[src/rtl/gshare_predictor.sv]
// gshare branch predictor: PC^GHR-indexed saturating counters, speculative global
// history, JAL/BRANCH target decode and ROB-driven training with history repair.
module gshare_predictor #(
    parameter int IDX_W = 10,
    parameter int CNT_W = 2,
    parameter int GHR_W = 8
) (
    input  logic              clk,
    input  logic              rst,
    input  logic              rdy,
    input  logic              query_valid,
    input  logic [31:0]       query_pc,
    input  logic [31:0]       query_instr,
    output logic              pred_valid,
    output logic              pred_taken,
    output logic [31:0]       pred_pc,
    output logic [GHR_W-1:0]  pred_ghr,
    input  logic              commit_valid,
    input  logic [31:0]       commit_pc,
    input  logic [GHR_W-1:0]  commit_ghr,
    input  logic              commit_taken,
    input  logic              commit_mispredict,
    output logic              init_done
);

    localparam int               DEPTH    = 1 << IDX_W;
    localparam logic [CNT_W-1:0] CNT_INIT = CNT_W'((1 << (CNT_W - 1)) - 1);
    localparam logic [CNT_W-1:0] CNT_MAX  = '1;
    localparam logic [IDX_W-1:0] LAST_IDX = IDX_W'(DEPTH - 1);
    localparam logic [6:0]       OP_JAL    = 7'b1101111;
    localparam logic [6:0]       OP_BRANCH = 7'b1100011;

    if (GHR_W < 1 || GHR_W > IDX_W) begin : g_bad_ghr_w
        $error("gshare_predictor: GHR_W must satisfy 1 <= GHR_W <= IDX_W");
    end
    if (CNT_W < 2) begin : g_bad_cnt_w
        $error("gshare_predictor: CNT_W must be at least 2");
    end

    typedef enum logic {
        INIT,
        RUN
    } state_e;

    state_e             state_q, state_d;
    logic [IDX_W-1:0]   sweepPtr_q, sweepPtr_d;
    logic [GHR_W-1:0]   ghr_q, ghr_d;
    logic               predValid_q, predValid_d;
    logic               predTaken_q, predTaken_d;
    logic [31:0]        predPc_q, predPc_d;
    logic [GHR_W-1:0]   predGhr_q, predGhr_d;
    logic               initDone_q, initDone_d;

    logic [CNT_W-1:0]   table_q [DEPTH];

    logic               inRun;
    logic [6:0]         opcode;
    logic               isJal;
    logic               isBranch;
    logic [31:0]        jalImm;
    logic [31:0]        brImm;
    logic [IDX_W-1:0]   queryIdx;
    logic [CNT_W-1:0]   queryCnt;
    logic               branchTaken;
    logic               queryTaken;
    logic [31:0]        queryTarget;
    logic [GHR_W-1:0]   ghrShifted;
    logic [GHR_W-1:0]   ghrRepaired;
    logic [IDX_W-1:0]   commitIdx;
    logic [CNT_W-1:0]   commitCnt;
    logic [CNT_W-1:0]   commitCntNext;
    logic               unusedCommitPc;

    assign inRun    = (state_q == RUN);
    assign opcode   = query_instr[6:0];
    assign isJal    = (opcode == OP_JAL);
    assign isBranch = (opcode == OP_BRANCH);

    assign jalImm = {{11{query_instr[31]}}, query_instr[31], query_instr[19:12],
                     query_instr[20], query_instr[30:21], 1'b0};
    assign brImm  = {{19{query_instr[31]}}, query_instr[31], query_instr[7],
                     query_instr[30:25], query_instr[11:8], 1'b0};

    // Until the sweep finishes the counters are not trustworthy, so branches fall back to not-taken.
    assign queryIdx    = query_pc[IDX_W+1:2] ^ IDX_W'(ghr_q);
    assign queryCnt    = table_q[queryIdx];
    assign branchTaken = isBranch && inRun && queryCnt[CNT_W-1];
    assign queryTaken  = isJal || branchTaken;

    always_comb begin
        queryTarget = query_pc + 32'd4;
        if (isJal) begin
            queryTarget = query_pc + jalImm;
        end else if (branchTaken) begin
            queryTarget = query_pc + brImm;
        end
    end

    if (GHR_W == 1) begin : g_ghr_one
        assign ghrShifted  = branchTaken;
        assign ghrRepaired = commit_taken;
    end else begin : g_ghr_multi
        assign ghrShifted  = {ghr_q[GHR_W-2:0], branchTaken};
        assign ghrRepaired = {commit_ghr[GHR_W-2:0], commit_taken};
    end

    assign commitIdx      = commit_pc[IDX_W+1:2] ^ IDX_W'(commit_ghr);
    assign commitCnt      = table_q[commitIdx];
    assign unusedCommitPc = ^{commit_pc[31:IDX_W+2], commit_pc[1:0]};

    always_comb begin
        commitCntNext = commitCnt;
        if (commit_taken) begin
            if (commitCnt != CNT_MAX) begin
                commitCntNext = commitCnt + CNT_W'(1);
            end
        end else if (commitCnt != '0) begin
            commitCntNext = commitCnt - CNT_W'(1);
        end
    end

    // Everything is frozen while rdy is low, including the pred_valid pulse.
    always_comb begin
        state_d     = state_q;
        sweepPtr_d  = sweepPtr_q;
        ghr_d       = ghr_q;
        predValid_d = predValid_q;
        predTaken_d = predTaken_q;
        predPc_d    = predPc_q;
        predGhr_d   = predGhr_q;
        initDone_d  = initDone_q;
        if (rdy) begin
            predValid_d = query_valid;
            if (query_valid) begin
                predTaken_d = queryTaken;
                predPc_d    = queryTarget;
                predGhr_d   = ghr_q;
            end
            if (state_q == INIT) begin
                sweepPtr_d = sweepPtr_q + IDX_W'(1);
                if (sweepPtr_q == LAST_IDX) begin
                    state_d    = RUN;
                    initDone_d = 1'b1;
                end
            end else begin
                if (query_valid && isBranch) begin
                    ghr_d = ghrShifted;
                end
                // Repair wins over a same-cycle speculative shift; fetch flushes that prediction.
                if (commit_valid && commit_mispredict) begin
                    ghr_d = ghrRepaired;
                end
            end
        end
    end

    always_ff @(posedge clk or negedge rst) begin
        if (!rst) begin
            state_q     <= INIT;
            sweepPtr_q  <= '0;
            ghr_q       <= '0;
            predValid_q <= 1'b0;
            predTaken_q <= 1'b0;
            predPc_q    <= '0;
            predGhr_q   <= '0;
            initDone_q  <= 1'b0;
        end else begin
            state_q     <= state_d;
            sweepPtr_q  <= sweepPtr_d;
            ghr_q       <= ghr_d;
            predValid_q <= predValid_d;
            predTaken_q <= predTaken_d;
            predPc_q    <= predPc_d;
            predGhr_q   <= predGhr_d;
            initDone_q  <= initDone_d;
        end
    end

    // The counter array has no reset; the INIT sweep is what clears it.
    always_ff @(posedge clk) begin
        if (rst && rdy) begin
            if (state_q == INIT) begin
                table_q[sweepPtr_q] <= CNT_INIT;
            end else if (commit_valid) begin
                table_q[commitIdx] <= commitCntNext;
            end
        end
    end

    assign pred_valid = predValid_q;
    assign pred_taken = predTaken_q;
    assign pred_pc    = predPc_q;
    assign pred_ghr   = predGhr_q;
    assign init_done  = initDone_q;

endmodule

[config.mk]
export PLATFORM = sky130hd
export DESIGN_NAME = gshare_predictor
export DESIGN_NICKNAME = d
export VERILOG_FILES = /design/src/rtl/gshare_predictor.sv
export SDC_FILE = /design/constraint.sdc
export NUM_CORES = 2
export LEC_CHECK = 0
export CAP_MARGIN = 20
export CELL_PAD_IN_SITES_DETAIL_PLACEMENT = 0
export CELL_PAD_IN_SITES_GLOBAL_PLACEMENT = 2
export CORE_ASPECT_RATIO = 0.6
export CORE_UTILIZATION = 35
export DETAILED_ROUTE_END_ITERATION = 10
export HOLD_SLACK_MARGIN = 0.06
export PLACE_DENSITY_LB_ADDON = 0.1
export SLEW_MARGIN = 10
export SYNTH_ARGS = -nofsm -noshare
export SYNTH_HDL_FRONTEND = slang
export SYNTH_SLANG_ARGS = --single-unit
[constraint.sdc]
create_clock -name clk -period 32.4 [get_ports clk]
set_input_delay 6.48 -clock clk [delete_from_list [all_inputs] [get_ports clk]]
set_output_delay 6.48 -clock clk [all_outputs]
set_load 0.02 [all_outputs]
Word-level counts from Yosys, hierarchy flattened
Memories as Yosys holds them, arrays and structs flattened.
Index checks and enable logic that the tools add are counted.
{ "classes": {"n_bitwise": 3, "addsub": 6, "n_reduce_logical": 13, "mux": 19, "eq_ne": 4} }
{ "op_table": {"columns": ["op", "n"], "rows": [
  ["adder 32 bit", 2],
  ["two-way mux 32 bit", 2],
  ["adder 32 x 3 -> 32 bit, second input constant", 1],
  ["bitwise XOR 10 x 8 -> 10 bit", 2],
  ["two-way mux 8 bit", 2],
  ["== test 7 bit, second input constant", 2],
  ["adder 10 x 1 -> 10 bit, second input constant", 1],
  ["== test 10 bit, second input constant", 1],
  ["two-way mux 1 bit", 10],
  ["two-way mux 10 bit", 1],
  ["two-way mux 2 bit", 4],
  ["AND reduction 3 bit", 2],
  ["logical AND 1 bit", 5],
  ["AND reduction 2 bit", 2],
  ["nonzero test 2 bit", 2],
  ["adder 2 x 1 -> 2 bit, second input constant", 1],
  ["!= test 2 bit, second input constant", 1],
  ["OR reduction 2 bit", 1],
  ["subtractor 2 x 1 -> 2 bit, second input constant", 1],
  ["logical OR 1 bit", 1],
  ["inverter 1 bit", 1]
]} }
{ "word_totals": {"wordCells": 54, "in_bits": 111, "ff_bits": 62, "ram_bits": 2048, "mem_count": 1} }
{ "memory_table": {"columns": ["memory", "words", "word_bits", "read_ports", "rd_ports_with_merged_regs", "write_ports", "line_no", "rtl"], "rows": [
  ["table_q", 1024, 2, 2, 0, 1, "54", "logic [CNT_W-1:0] table_q [DEPTH];"]
]} }

Logic depth before layout (Yosys ltp)
{ "logic_depth": {"ltp_word": 6, "ltp_mapped": 19} }

Least setup slack after synthesis
OpenSTA, ideal clock, no wires.
{ "synth_timing": {"path_kind": "input-to-reg", "startpoint": "input port commit_ghr[1]", "endpoint": "memory table_q[0][1] (data pin)", "path_slack_ns": -9.400, "required_ns": 26.724, "arrival_time_ns": 36.124, "cell_stages": 14, "path_cell_list": "xor2_1 -> buf_2 -> buf_1 -> clkbuf_1 -> mux4_2 -> mux4_2 -> a22oi_1 -> nand2_1 -> a22oi_1 -> o221ai_1 -> a21oi_1 -> o211ai_1 -> o21ai_0 -> a21oi_1"} }
{ "synth_via": {"elab_chain_cells": 6} }
{ "synth_rtl": {"columns": ["element", "line_no", "rtl"], "rows": [
  ["start: declaration", "20", "input logic [GHR_W-1:0] commit_ghr,"],
  ["bitwise XOR 10 x 8 -> 10 bit (*)", "107", "assign commitIdx = commit_pc[IDX_W+1:2] ^ IDX_W'(commit_ghr);"],
  ["memory read (1024 x 2 bit) (*)", null, null],
  ["subtractor 2 x 1 -> 2 bit, or another cell as far along", "118", "commitCntNext = commitCnt - CNT_W'(1);"],
  ["two-way mux 2 bit, on equally long branches", "117, 114", null],
  ["two-way mux 2 bit (*)", "113", "if (commit_taken) begin"],
  ["two-way mux 2 bit (no source line) (*)", null, null],
  ["end: declaration", "54", null]
]} }
Mark *: on every way between the ends. The rest lies on a longest branch, timed or not.

Final worst setup path
{ "layout_timing": {"startpoint": "input port commit_ghr[0]", "endpoint": "memory table_q[1016][0] (data pin)"} }
The elaborated chain is that of the path after synthesis.

==> results_dict.tcl <==
set metrics [dict create \
    place_hpwl_mm 212 \
    final_common_cell "edfxtp_1" \
    seq_area_um2 63100 \
    h-tree-depth 4 \
    drt_iter0_markers 7729 \
    yosys_warnings 0 \
    fin_crit_ns 15.79 \
    dr.pass1.iters 5 \
    critical_path_arrival_ns 16.31 \
    tns_ns 0 \
    rrSetupSlack_ns 24.23 \
    wl_per_cell_um 35.5 \
    p_leak_nw 36.4 \
    hp-class "reg -> reg" \
    drt-met1-wl_mm 165 \
    drcViolationCount 0 \
    ys_seq_area_frac 0.647 \
    postSynth.asyncResetShare 0.0294 \
    detail-route-antenna-nets 0 \
    grt_pass1_wl_mm 479 \
    fmax_ghz 0.0633 \
    status "finished clean" \
    rows 149 \
    routed_wl_mm 346 \
    vias 57725 \
    grt_pass1_vias 56902 \
    syn_to_final_growth_pct 12.9 \
    cts_setup_buffers 0 \
    core_area_um2 276000 \
    crit_path_end_kind "flip-flop" \
    grt_max_degree 217 \
    cts.sinks 2110 \
    endpoint "table_q[1016][0]" \
    relSlewSlack 0.211 \
    layout_common_cells "edfxtp_1, nor2_1, mux4_2" \
    worst_pin_slew_ns 1.18 \
    avgViaCountPerCell 5.92 \
    holdBufCountCts 0 \
    die-area_um2 281000 \
    setup-violations-final 0 \
    chipHeight_um 411 \
    synth_area_um2 97400 \
    maxSlewViolCount 0 \
    worst-r2r-cell-count 18 \
    hold_slack_ns 0.473 \
    syn-num-nets 5970 \
    wl_met2_mm 143 \
    io_buffers 131 \
    worstPathRequired_ns 32.92 \
    fin_skew_ns 0.0832 \
    worst-path-max-fanout 91 \
    top_layer "met5" \
    synth-edff-count 2048 \
    antenna_found_initial 40 \
    critPathKind "in -> reg" \
    r2r-start "ghr_q[1]" \
    grt_usage 0.244 \
    final_layout_size_suffix_gt1_frac 0.241 \
    clock_path_buffers 4 \
    multi_input_area_um2 32600 \
    die_w_um 683 \
    fin_util 0.399 \
    clock_latency_ns 0.91 \
    avgSynthCellArea_um2 16.8 \
    cts_resized 0 \
    synth_top_flop_cell "edfxtp_1" \
    clk_pin_slew_ns 0.07 \
    numCtsBuffers 213 \
    cap_violations 0 \
    hold_viol 0 \
    ios 154 \
    syn_inst 5812 \
    grt_overflow 0 \
    cts_root_buffer "clkbuf_16" \
    start_util 0.353 \
    place.gp.congestion 0.817 \
    critPathLaunch "commit_ghr[0]" \
    met3_length_mm 32.4 \
    grt_setup_unrepaired "false" \
    synth_cell_types 73 \
    finalCritPeriodShare 0.487 \
    nets 6055 \
    timing.rr.end "pred_pc[12]" \
    power_density_nw_per_um2 54.9 \
    crit_path_start_kind "primary input" \
    nFillCells 25044 \
    ir_drop_mv 0.0412 \
    cts_tree "built" \
    ys_seq_elements 2110 \
]
## synth_stat cells (all sizes together), types with 14 or more instances
| cell type | instances | area (um2) |
|---|---|---|
| a21o | 30 | 225 |
| a21oi | 107 | 536 |
| a221oi | 42 | 368 |
| a22o | 41 | 359 |
| a22oi | 60 | 450 |
| a31oi | 21 | 131 |
| and3 | 17 | 106 |
| buf | 160 | 1190 |
| clkbuf | 311 | 1170 |
| dfrtp | 62 | 1550 |
| edfxtp | 2048 | 61500 |
| ha | 45 | 563 |
| inv | 26 | 97.6 |
| mux2i | 52 | 521 |
| mux4 | 883 | 19900 |
| nand2 | 284 | 1070 |
| nand3 | 60 | 300 |
| nand4 | 26 | 169 |
| nor2 | 1130 | 4240 |
| nor2b | 16 | 100 |
| nor3 | 26 | 135 |
| o211ai | 14 | 105 |
| o21ai | 77 | 385 |
| o22ai | 35 | 219 |
| xnor2 | 66 | 578 |
| xor2 | 48 | 443 |
## worst min path at each step
stage | startpoint | endpoint | slack, ns | depth (start not counted)
after floorplan | sweepPtr_q[4] | sweepPtr_q[4] | 0.48 | 1
after global placement | init_done | init_done | 0.45 | 1
after detailed placement | init_done | init_done | 0.46 | 1
after CTS | init_done | init_done | 0.48 | 1
after global routing | init_done | init_done | 0.50 | 1
final | init_done | init_done | 0.47 | 1
## per-layer routing
metal  global-route usage  vias up
met5                    0        -
met4               0.0411        2
met3               0.0559      341
met2                0.337     2662
met1                0.392    31300
li1                     -    23420
## registers in the layout (all words and copies together), names as in the netlist
name	count
ghr_q	8
pred_ghr	8
pred_valid	1
sweepPtr_q	10
pred_pc	32
inRun	1
table_q	2048
pred_taken	1
init_done	1
## power breakdown
part | internal (mW) | switching [mW]
Clock | 1.35 | 1.10
Sequential | 2.96 | 0.0130
Combinational | 0.182 | 0.433
Total | 4.49 | 1.54
## per-stage QoR
step	cell area [um2]	cells	setup WS [ns]	total power, mW
final	110000	9751	16.61	6.04
after global routing	110000	9748	15.90	6.21
after detailed placement	103000	9376	15.34	3.65
after floorplan	97400	5812	4.19	3.36
after global placement	103000	9374	15.52	3.65
after CTS	110000	9741	16.29	6.09
## final cells by class
type,instances,share of cell area
Multi-Input combinational cell,3205,0.296
Antenna cell,5,0.000114
Sequential cell,2110,0.573
Inverter,26,0.000887
Timing Repair Buffer,341,0.0280
Tap cell,3699,0.0421
Clock buffer,258,0.0508
Clock inverter,107,0.00863
## kinds of logic after synthesis
| kind of cell | count (synthesis) | share of synthesized area |
|---|---|---|
| AOI/OAI and AO/OA | 494 | 0.0345 |
| buffers and inverters | 497 | 0.0252 |
| and+or+nand+nor | 1607 | 0.0662 |
| DFF | 2110 | 0.647 |
| xor gates and xnor gates | 114 | 0.0105 |
| muxes | 943 | 0.210 |
| adders and majority gates | 47 | 0.00619 |
## worst max-delay path, stage by stage
cell and delay [ns]:
clkdlybuf4s50_1 0.85, xor2_4 0.39, buf_4 0.63, buf_12 0.53, buf_4 0.71, buf_4 0.67
mux4_2 0.62, mux4_2 0.54, a22oi_1 0.58, nand2_1 0.10, a22oi_1 0.18, o221ai_1 0.35
a21oi_1 0.26, o211ai_1 0.16, nor2b_1 0.16, o31a_2 0.17, buf_4 0.77, buf_4 0.82
buf_4 0.74
No activity file was read; power rests on OpenSTA's default activity.
